==> src/rtl/mealy_seq_detector_param.sv <==
// mealy_seq_detector_param: generic serial pattern detector, Mealy FSM with registered match.
// Define SEQDET_MATCH_CNT_EN to add the saturating match_count output.
module mealy_seq_detector_param #(
  parameter int          PAT_LEN = 5,
  parameter logic [15:0] PATTERN = 16'h001B,
  parameter bit          OVERLAP = 1'b1,
  parameter int          CNT_W   = 8
) (
  input  logic                       clk,
  input  logic                       rst,
  input  logic                       in_valid,
  input  logic                       in_bit,
  input  logic                       clear,
  output logic                       match,
  output logic [$clog2(PAT_LEN)-1:0] state
`ifdef SEQDET_MATCH_CNT_EN
  ,
  output logic [CNT_W-1:0]           match_count
`endif
);

  localparam int SW = $clog2(PAT_LEN);

  localparam logic [31:0] MASK = (32'd1 << PAT_LEN) - 32'd1;
  localparam logic [31:0] PAT  = {16'd0, PATTERN} & MASK;

  if (PAT_LEN < 2 || PAT_LEN > 16 || CNT_W < 1) begin : g_bad_cfg
    $error("mealy_seq_detector_param: PAT_LEN must be 2..16, CNT_W >= 1");
  end

  // Longest proper suffix of the pattern that is also a prefix.
  function automatic int longest_border();
    int b;
    b = 0;
    for (int j = 1; j < PAT_LEN; j++) begin
      if ((PAT & ((32'd1 << j) - 32'd1)) == (PAT >> (PAT_LEN - j)))
        b = j;
    end
    return b;
  endfunction

  localparam int BORDER = longest_border();

  localparam logic [SW-1:0] NXT_HIT =
    OVERLAP ? SW'(BORDER) : '0;

  logic [SW-1:0] state_q;
  logic [SW-1:0] state_d;
  logic          match_d;
  logic [31:0]   cand;
  int            k_len;
  int            fb_len;
  logic          hit;
  logic          hit_ok;
  logic          adv;

  // Candidate = matched prefix followed by the new bit, newest bit at LSB.
  always_comb begin
    k_len  = int'(state_q) + 1;
    cand   = ((PAT >> (PAT_LEN - int'(state_q))) << 1)
           | {31'd0, in_bit};
    fb_len = 0;
    for (int j = 1; j < PAT_LEN; j++) begin
      if (j <= k_len &&
          (cand & ((32'd1 << j) - 32'd1))
            == (PAT >> (PAT_LEN - j)))
        fb_len = j;
    end
    hit    = in_valid && (k_len == PAT_LEN) && (cand == PAT);
    hit_ok = hit && !clear;
    adv    = in_valid && !hit && !clear;
  end

  always_comb begin
    state_d = state_q;
    match_d = 1'b0;
    unique case (1'b1)
      clear:    state_d = '0;
      hit_ok: begin
        state_d = NXT_HIT;
        match_d = 1'b1;
      end
      adv:      state_d = SW'(fb_len);
      default:  state_d = state_q;
    endcase
  end

  always_ff @(posedge clk or posedge rst) begin
    if (rst) begin
      state_q <= '0;
      match   <= 1'b0;
    end else begin
      state_q <= state_d;
      match   <= match_d;
    end
  end

  assign state = state_q;

`ifdef SEQDET_MATCH_CNT_EN
  localparam logic [CNT_W-1:0] CNT_MAX = '1;

  logic [CNT_W-1:0] cnt_q;

  always_ff @(posedge clk or posedge rst) begin
    if (rst) begin
      cnt_q <= '0;
    end else if (clear) begin
      cnt_q <= '0;
    end else if (hit_ok && cnt_q != CNT_MAX) begin
      cnt_q <= cnt_q + 1'b1;
    end
  end

  assign match_count = cnt_q;
`endif

endmodule

==> config.mk <==
export PLATFORM = sky130hd
export DESIGN_NAME = mealy_seq_detector_param
export DESIGN_NICKNAME = d
export VERILOG_FILES = /design/src/rtl/mealy_seq_detector_param.sv
export SDC_FILE = /design/constraint.sdc
export NUM_CORES = 1
export LEC_CHECK = 0
export ABC_AREA = 1
export BUFFER_PORTS_ARGS = -buffer_cell sky130_fd_sc_hd__buf_2
export CAP_MARGIN = 30
export CORE_AREA = 5 5 42 44
export CTS_BUF_LIST = sky130_fd_sc_hd__clkbuf_2 sky130_fd_sc_hd__clkbuf_4 sky130_fd_sc_hd__clkbuf_8
export DETAILED_ROUTE_END_ITERATION = 10
export DIE_AREA = 0 0 47 49
export SLEW_MARGIN = 25
export SYNTH_ARGS = -nofsm -noshare
export SYNTH_HDL_FRONTEND = slang
export SYNTH_SLANG_ARGS = --single-unit
==> constraint.sdc <==
create_clock -name clk -period 4.4 [get_ports clk]
set_input_delay 0.66 -clock clk [delete_from_list [all_inputs] [get_ports clk]]
set_output_delay 0.66 -clock clk [all_outputs]
set_load 0.02 [all_outputs]
==> impl_metrics.csv, run 1 <==
group,metric,value,unit
sta,hold_viol,0,
die,die_h,49,um
sta,fin_hold_ws,0.300,ns
layout,syn2layout_area_growth,17.2,%
clock_tree,clk-insertion-delay-late,0.23,ns
drt,drt_iter0_markers,11,
sta,finalSetupTns,0,ns
layout,multi_input_area,335,sq um
synth,synth_cells,74,
sta,clock.fmax,542,MHz
placement,dpl.hpwl,831,um
placement,placed_area,541,sq um
critical_path,crit_family,"flip-flops",
placement,place_congestion,0.789,
critical_path,max_stage_delay,0.54,ns
synth,synth-seq-cells,4,
critical_path,setup.worst_path.start_class,"register",
critical_path,worstPathArrival,1.97,ns
layout,design_area,563,sq um
synth,netlist.area_leader.share,20.8,%
sta,fin_skew,0.00110,ns
clock_tree,cts.hold.buffers_added,0,
synth,synthFlopType,"dfrtp_1",
grt,grt_max_degree,11,
synth,yosysMostFrequentCell,"nand2_1",
sta,period_share,41.9,%
grt,grtUsageTotal,9.96,%
critical_path,cp_cell_sequence,"inv_2 -> ha_1 -> a21oi_1 -> nand2_2 -> nor2_4 -> nand2_2 -> nand2_1 -> nand2_1 -> nand3_1 -> nand2_1",
hold_path,hold_class,"in2async",
synth,synth-edff-count,0,
sta,worst_slew_pin_slew,0.347,ns
sta,slew_viol_final,0,
grt,antenna_found_initial,0,
clock_tree,postCtsSetupRepairBufs,0,
drt,detail-route-antenna-nets,0,
clock_tree,path_clk_slew,0.04,ns
power,fin_total_pwr,101,uW
layout,nets,99,
critical_path,path_class,"reg2reg",
placement,portBuffers,8,
sta,max-slew-margin-rel,76.8,%
synth,yosys-top-cells-count,"nand2_1, inv_1, ha_1, nand3_1, nor2_1",
sta,finalSetupViolations,0,
drt,via_count,465,
clock_tree,clk_path_buf_depth,2,
drt,via_per_inst,4.60,
synth,syn_avg_cell_area,6.49,sq um
critical_path,critical_path.max_fanout,10,
power,cellLeakagePower,0.329,nW
drt,wirelength,1030,um
synth,syn-num-nets,86,
sta,finalWorstSetupSlack,2.55,ns
placement,pre_cts_slack,2.55,ns
layout,diodes,0,
die,fp-row-count,14,
drt,drc,0,
critical_path,cp_common_cell,"nand2_1",
synth,seq_area_frac_synth,20.8,%
status,status,"finished, final reports clean",
drt,firstDrtPassIters,4,
sta,fin_crit,1.85,ns
layout,nFillCells,153,
die,initial_core_util,34.3,%
critical_path,path_buf_inv,1,
grt,grt_pass1_vias,403,
synth,async_reset_ff_share,100,%
critical_path,required,4.52,ns
grt,grt_first_pass_wirelength,1730,um
clock_tree,cts.sinks,4,
sta,rsz0062_at_grt,"no",
synth,synth.distinct_cells,16,
synth,yosysTopAreaCell,"dfrtp_1",
power,powerDensity,179,mW/mm^2
die,coreArea,0.00140,sq mm
die,pin_count,9,
grt,grt-ovfl-total,0,
clock_tree,cts_resized,0,
layout,layout-drive-gt1-share,24.7,%
clock_tree,h-tree-depth,1,
flow_run,max_cap_viol_count,0,
power,peakVddDrop,92.2,uV
die,dieArea,0.00230,sq mm
clock_tree,cts_buffers,3,
synth,ys_warn_count,0,
synth,syn_area,480,sq um
layout,area.sequential,100,sq um
synth,synth.area.top_cells,"dfrtp_1, nand2_1, ha_1",
clock_tree,tritoncts,"built",
die,die-width,47,um
critical_path,cp_slowest_cell,"dfrtp_1",
drt,wl_per_cell,10.2,um
critical_path,cp-end-kind,"register",
clock_tree,cts-root-buf,"clkbuf_4",
[final timing paths]
| kind | startpoint | end | slack, ns | depth (start not counted) |
|---|---|---|---|---|
| setup reg to reg | state[1]$_DFFE_PP0P_ | state[0]$_DFFE_PP0P_ | 2.55 | 10 |
| hold / removal | rst | state[0]$_DFFE_PP0P_ | 0.30 | 2 |
| max in group asynchronous | rst | state[1]$_DFFE_PP0P_ | 3.95 | 2 |
| hold reg to reg | state[0]$_DFFE_PP0P_ | state[0]$_DFFE_PP0P_ | 0.68 | 2 |
| setup / recovery | state[1]$_DFFE_PP0P_ | state[0]$_DFFE_PP0P_ | 2.55 | 10 |
| min in group clk | clear | match$_DFF_PP0_ | 0.61 | 2 |
[worst reg2reg max path, delay by kind of cell, from the launching register on]
| kind | cells | cell delay [ns] |
|---|---|---|
| simple gates | 7 | 0.50 |
| fa+ha+maj | 1 | 0.38 |
| compound gates | 1 | 0.19 |
| flops | 1 | 0.54 |
| buf+inv | 1 | 0.11 |
[per-layer routing]
| layer | track usage, % | vias to the layer above | wire [um] |
|---|---|---|---|
| met5 | 0 | - | 0 |
| met4 | 5.53 | 0 | 0 |
| met3 | 0 | 0 | 17 |
| met2 | 15.2 | 4 | 532 |
| met1 | 13.8 | 206 | 478 |
| li1 | - | 255 | - |
[cells in the final DEF (no fill, tap or decap), types with 2 or more instances in the layout]
cell / count
buf_2: 8
nand2_1: 25
inv_1: 10
ha_1: 7
dfrtp_1: 4
nand2_2: 4
a21oi_1: 2
nand4_1: 2
clkbuf_4: 3
nor2_1: 6
inv_2: 2
nand3_1: 6
[sequential cells by signal (all words and copies together), names as in the netlist]
signal / count
state: 3
match: 1
[power by group]
group / internal, mW / switching (mW)
logic: 0.00551 / 0.0105
registers: 0.0376 / 0.00159
clock network: 0.0305 / 0.0149
[final cells by class]
type	instances	area share (%)
clock buffers	3	4.00
inverters	12	8.00
multi-input cells	58	59.6
flip-flops and latches	4	17.8
well taps	16	3.56
repair buffers	8	7.11
[logic make-up (layout without fill, tap and decap cells)]
kind of cell | Yosys count | count (layout) | synth area share [%]
compound gates | 4 | 4 | 4.16
flops | 4 | 4 | 20.8
fa+ha+maj | 7 | 7 | 18.2
buf+inv | 12 | 23 | 9.38
simple gates | 47 | 47 | 47.4
[metrics by stage]
stage          utilization (%)  std cells
3_5_place_dp              38.6         98
3_3_place_gp              38.6         98
6_report                  40.2        101
4_1_cts                   40.2        101
5_1_grt                   40.2        101
2_1_floorplan                -         74
Power figures use the tool's default switching activity.
==> run 2: changes to the inputs <==
Clock period 4.4 ns to 1.5 ns, I/O delays scaled along.
==> run 2 against run 1 <==
Net effect:
- the run now ends with negative setup slack left
- design area increased by 19%
- register-to-register slack got worse by 2.6 ns
- critical endpoint unchanged
- combinational power increased to 3.6 times the previous value
- power increased to 3.1 times the previous value
- clock-buffer cell count unchanged
- clock power increased to 3.0 times the previous value
- critical path depth decreased by 4
- highest routed layer unchanged
- first-iteration DRC count increased by 9.1%
- via count increased by 9.0%
- clock skew about the same
- critical path type unchanged
==> impl_metrics.csv, run 2 (synthesis gave the netlist of run 1 again) <==
group,metric,value,unit
sta,clock.fmax,666,MHz
drt,detail-route-antenna-nets,0,
power,p_switching,84.6,uW
die,die-width,47,um
sta,fin_hold_ws,0.167,ns
layout,nFillCells,155,
sta,finalSetupViolations,1,
layout,nets,109,
power,pwr-share-comb,18.7,%
critical_path,critical_path.max_fanout,6,
layout,syn2layout_area_growth,39.1,%
sta,period_share,100,%
die,dieArea,0.00230,sq mm
placement,dpl.hpwl,944,um
flow_run,max_cap_viol_count,0,
grt,grt-ovfl-total,0,
clock_tree,cts.sinks,4,
status,status,"finished with violations",
critical_path,r2r_start,"state[2]$_DFFE_PP0P_",
hold_path,min_to,"match$_DFF_PP0_",
clock_tree,clk-insertion-delay-late,0.24,ns
status,failed_checks,"negative setup slack",
sta,slew_viol_final,0,
placement,dpl.cell_count,106,
grt,grt_first_pass_wirelength,1790,um
hold_path,hold_class,"in2reg",
critical_path,setup.worst_path.start_class,"register",
layout,layout-drive-gt1-share,38.9,%
sta,worst_slew_pin_slew,0.217,ns
power,powerDensity,464,mW/mm^2
critical_path,r2r_cells,6,
drt,drt_iter0_markers,12,
clock_tree,clk_path_buf_depth,2,
clock_tree,h-tree-depth,1,
power,fin_total_pwr,310,uW
drt,via_per_inst,4.57,
drt,via_count,507,
placement,placed_area,622,sq um
die,die_h,49,um
power,peakVddDrop,177,uV
drt,wirelength,1160,um
power,pwr-share-clk,44.4,%
die,fp-row-count,14,
sta,finalWorstSetupSlack,-0.000768,ns
sta,fin_crit,1.50,ns
layout,layout_commonest_cell,"nand2_1",
hold_path,hp-start,"clear",
power,netSwitchingFraction,27.3,%
grt,grtUsageTotal,10.9,%
grt,antenna_found_initial,0,
layout,diodes,0,
power,cellLeakagePower,0.373,nW
drt,firstDrtPassIters,5,
die,coreArea,0.00140,sq mm
layout,largest_reg_flops,3,
critical_path,required,1.62,ns
clock_tree,tritoncts,"built",
critical_path,cp-end-kind,"register",
sta,hold_viol,0,
clock_tree,cts-root-buf,"clkbuf_4",
critical_path,path_class,"reg2reg",
critical_path,r2r_slack,-0.0008,ns
placement,place_congestion,0.805,
drt,drc,0,
sta,rsz0062_at_grt,"yes",
die,pin_count,9,
grt,grt_pass1_vias,462,
layout,design_area,668,sq um
sta,max-slew-margin-rel,85.5,%
critical_path,worstReg2RegEnd,"state[0]$_DFFE_PP0P_",
power,seqPwrFrac,36.9,%
hold_path,whs_path_depth,2,
power,internal_power,225,uW
clock_tree,path_clk_slew,0.04,ns
grt,grt_max_degree,7,
sta,fin_skew,0.000736,ns
die,initial_core_util,34.3,%
layout,layout_common_cells,"nand2_1, inv_1, buf_4, buf_2, nand3_1",
clock_tree,cts_buffers,3,
drt,wl_per_cell,10.4,um
critical_path,worstPathArrival,1.62,ns
layout,instances_no_fill,111,
placement,portBuffers,8,
[run 2: cell types whose count changed in the layout (fill, tap and decap cells not counted)]
cell	change
ha_1	-2
inv_2	-1
ha_4	+1
inv_4	+1
nor2_2	+1
a21oi_1	-1
a21oi_2	+1
dfrtp_1	-3
buf_4	+9
ha_2	+1
dfrtp_2	+3
nor2_1	-1
dlygate4sd3_1	+1
[run 2: how the worst max path moves through the flow]
stage,start,endpoint,slack [ns]
2_1_floorplan,state[1]$_DFFE_PP0P_,state[0]$_DFFE_PP0P_,-0.02
3_3_place_gp,state[0]$_DFFE_PP0P_,state[0]$_DFFE_PP0P_,-0.02
3_5_place_dp,state[1]$_DFFE_PP0P_,state[0]$_DFFE_PP0P_,-0.009
4_1_cts,state[1]$_DFFE_PP0P_,state[0]$_DFFE_PP0P_,-0.02
5_1_grt,state[1]$_DFFE_PP0P_,state[0]$_DFFE_PP0P_,-0.11
6_report,state[2]$_DFFE_PP0P_,state[0]$_DFFE_PP0P_,-0.0008
[run 2: timing repair]
| item | CTS | global route |
|---|---|---|
| hold endpoints to repair | 4 | 0 |
| setup endpoints to repair | 1 | 3 |
| pin swaps | 1 | 0 |
| setup buffers | 0 | 1 |
| hold buffers | 1 | 0 |
| resized for setup | 1 | 2 |
[run 2: through the flow]
| step | util [%] | worst slack (ns) | setup TNS (ns) |
|---|---|---|---|
| floorplan | - | -0.0245 | -0.0245 |
| global placement | 44.4 | -0.0224 | -0.0224 |
| detailed placement | 44.4 | -0.00906 | -0.00906 |
| CTS | 46.9 | -0.0206 | -0.0206 |
| global route | 47.7 | -0.112 | -0.202 |
| finish | 47.7 | -0.000768 | -0.000768 |
[run 2: routing by layer]
layer  track usage [%]  wire length (um)  vias to the layer above
met1              12.4               501                      228
met3                 0                29                        0
met4              8.29                 0                        0
met5                 0                 0                        -
met2              18.1               629                        7
li1                  -                 -                      272
[run 2: power groups by stage]
stage               combinational (mW)  clock [mW]  sequential (mW)
floorplan                       0.0311           0            0.117
global placement                0.0559           0            0.115
detailed placement              0.0560           0            0.115
CTS                             0.0583       0.140            0.114
global route                    0.0641       0.147            0.115
finish                          0.0579       0.138            0.114
[run 2: cell type report]
class,instances,area [sq um],share of cell area [%]
Inverter,12,47.5,7.12
Timing Repair Buffer,18,118,17.6
Multi-Input combinational cell,58,357,53.4
Tap cell,16,20.0,3.00
Sequential cell,4,104,15.5
Clock buffer,3,22.5,3.37
[run 2: critical path: stages, from the launching register on]
cell	delay (ns)
dfrtp_2	0.46
ha_4	0.28
buf_4	0.14
nor3_4	0.19
nand4_1	0.14
nand3_1	0.13
nand2_1	0.05
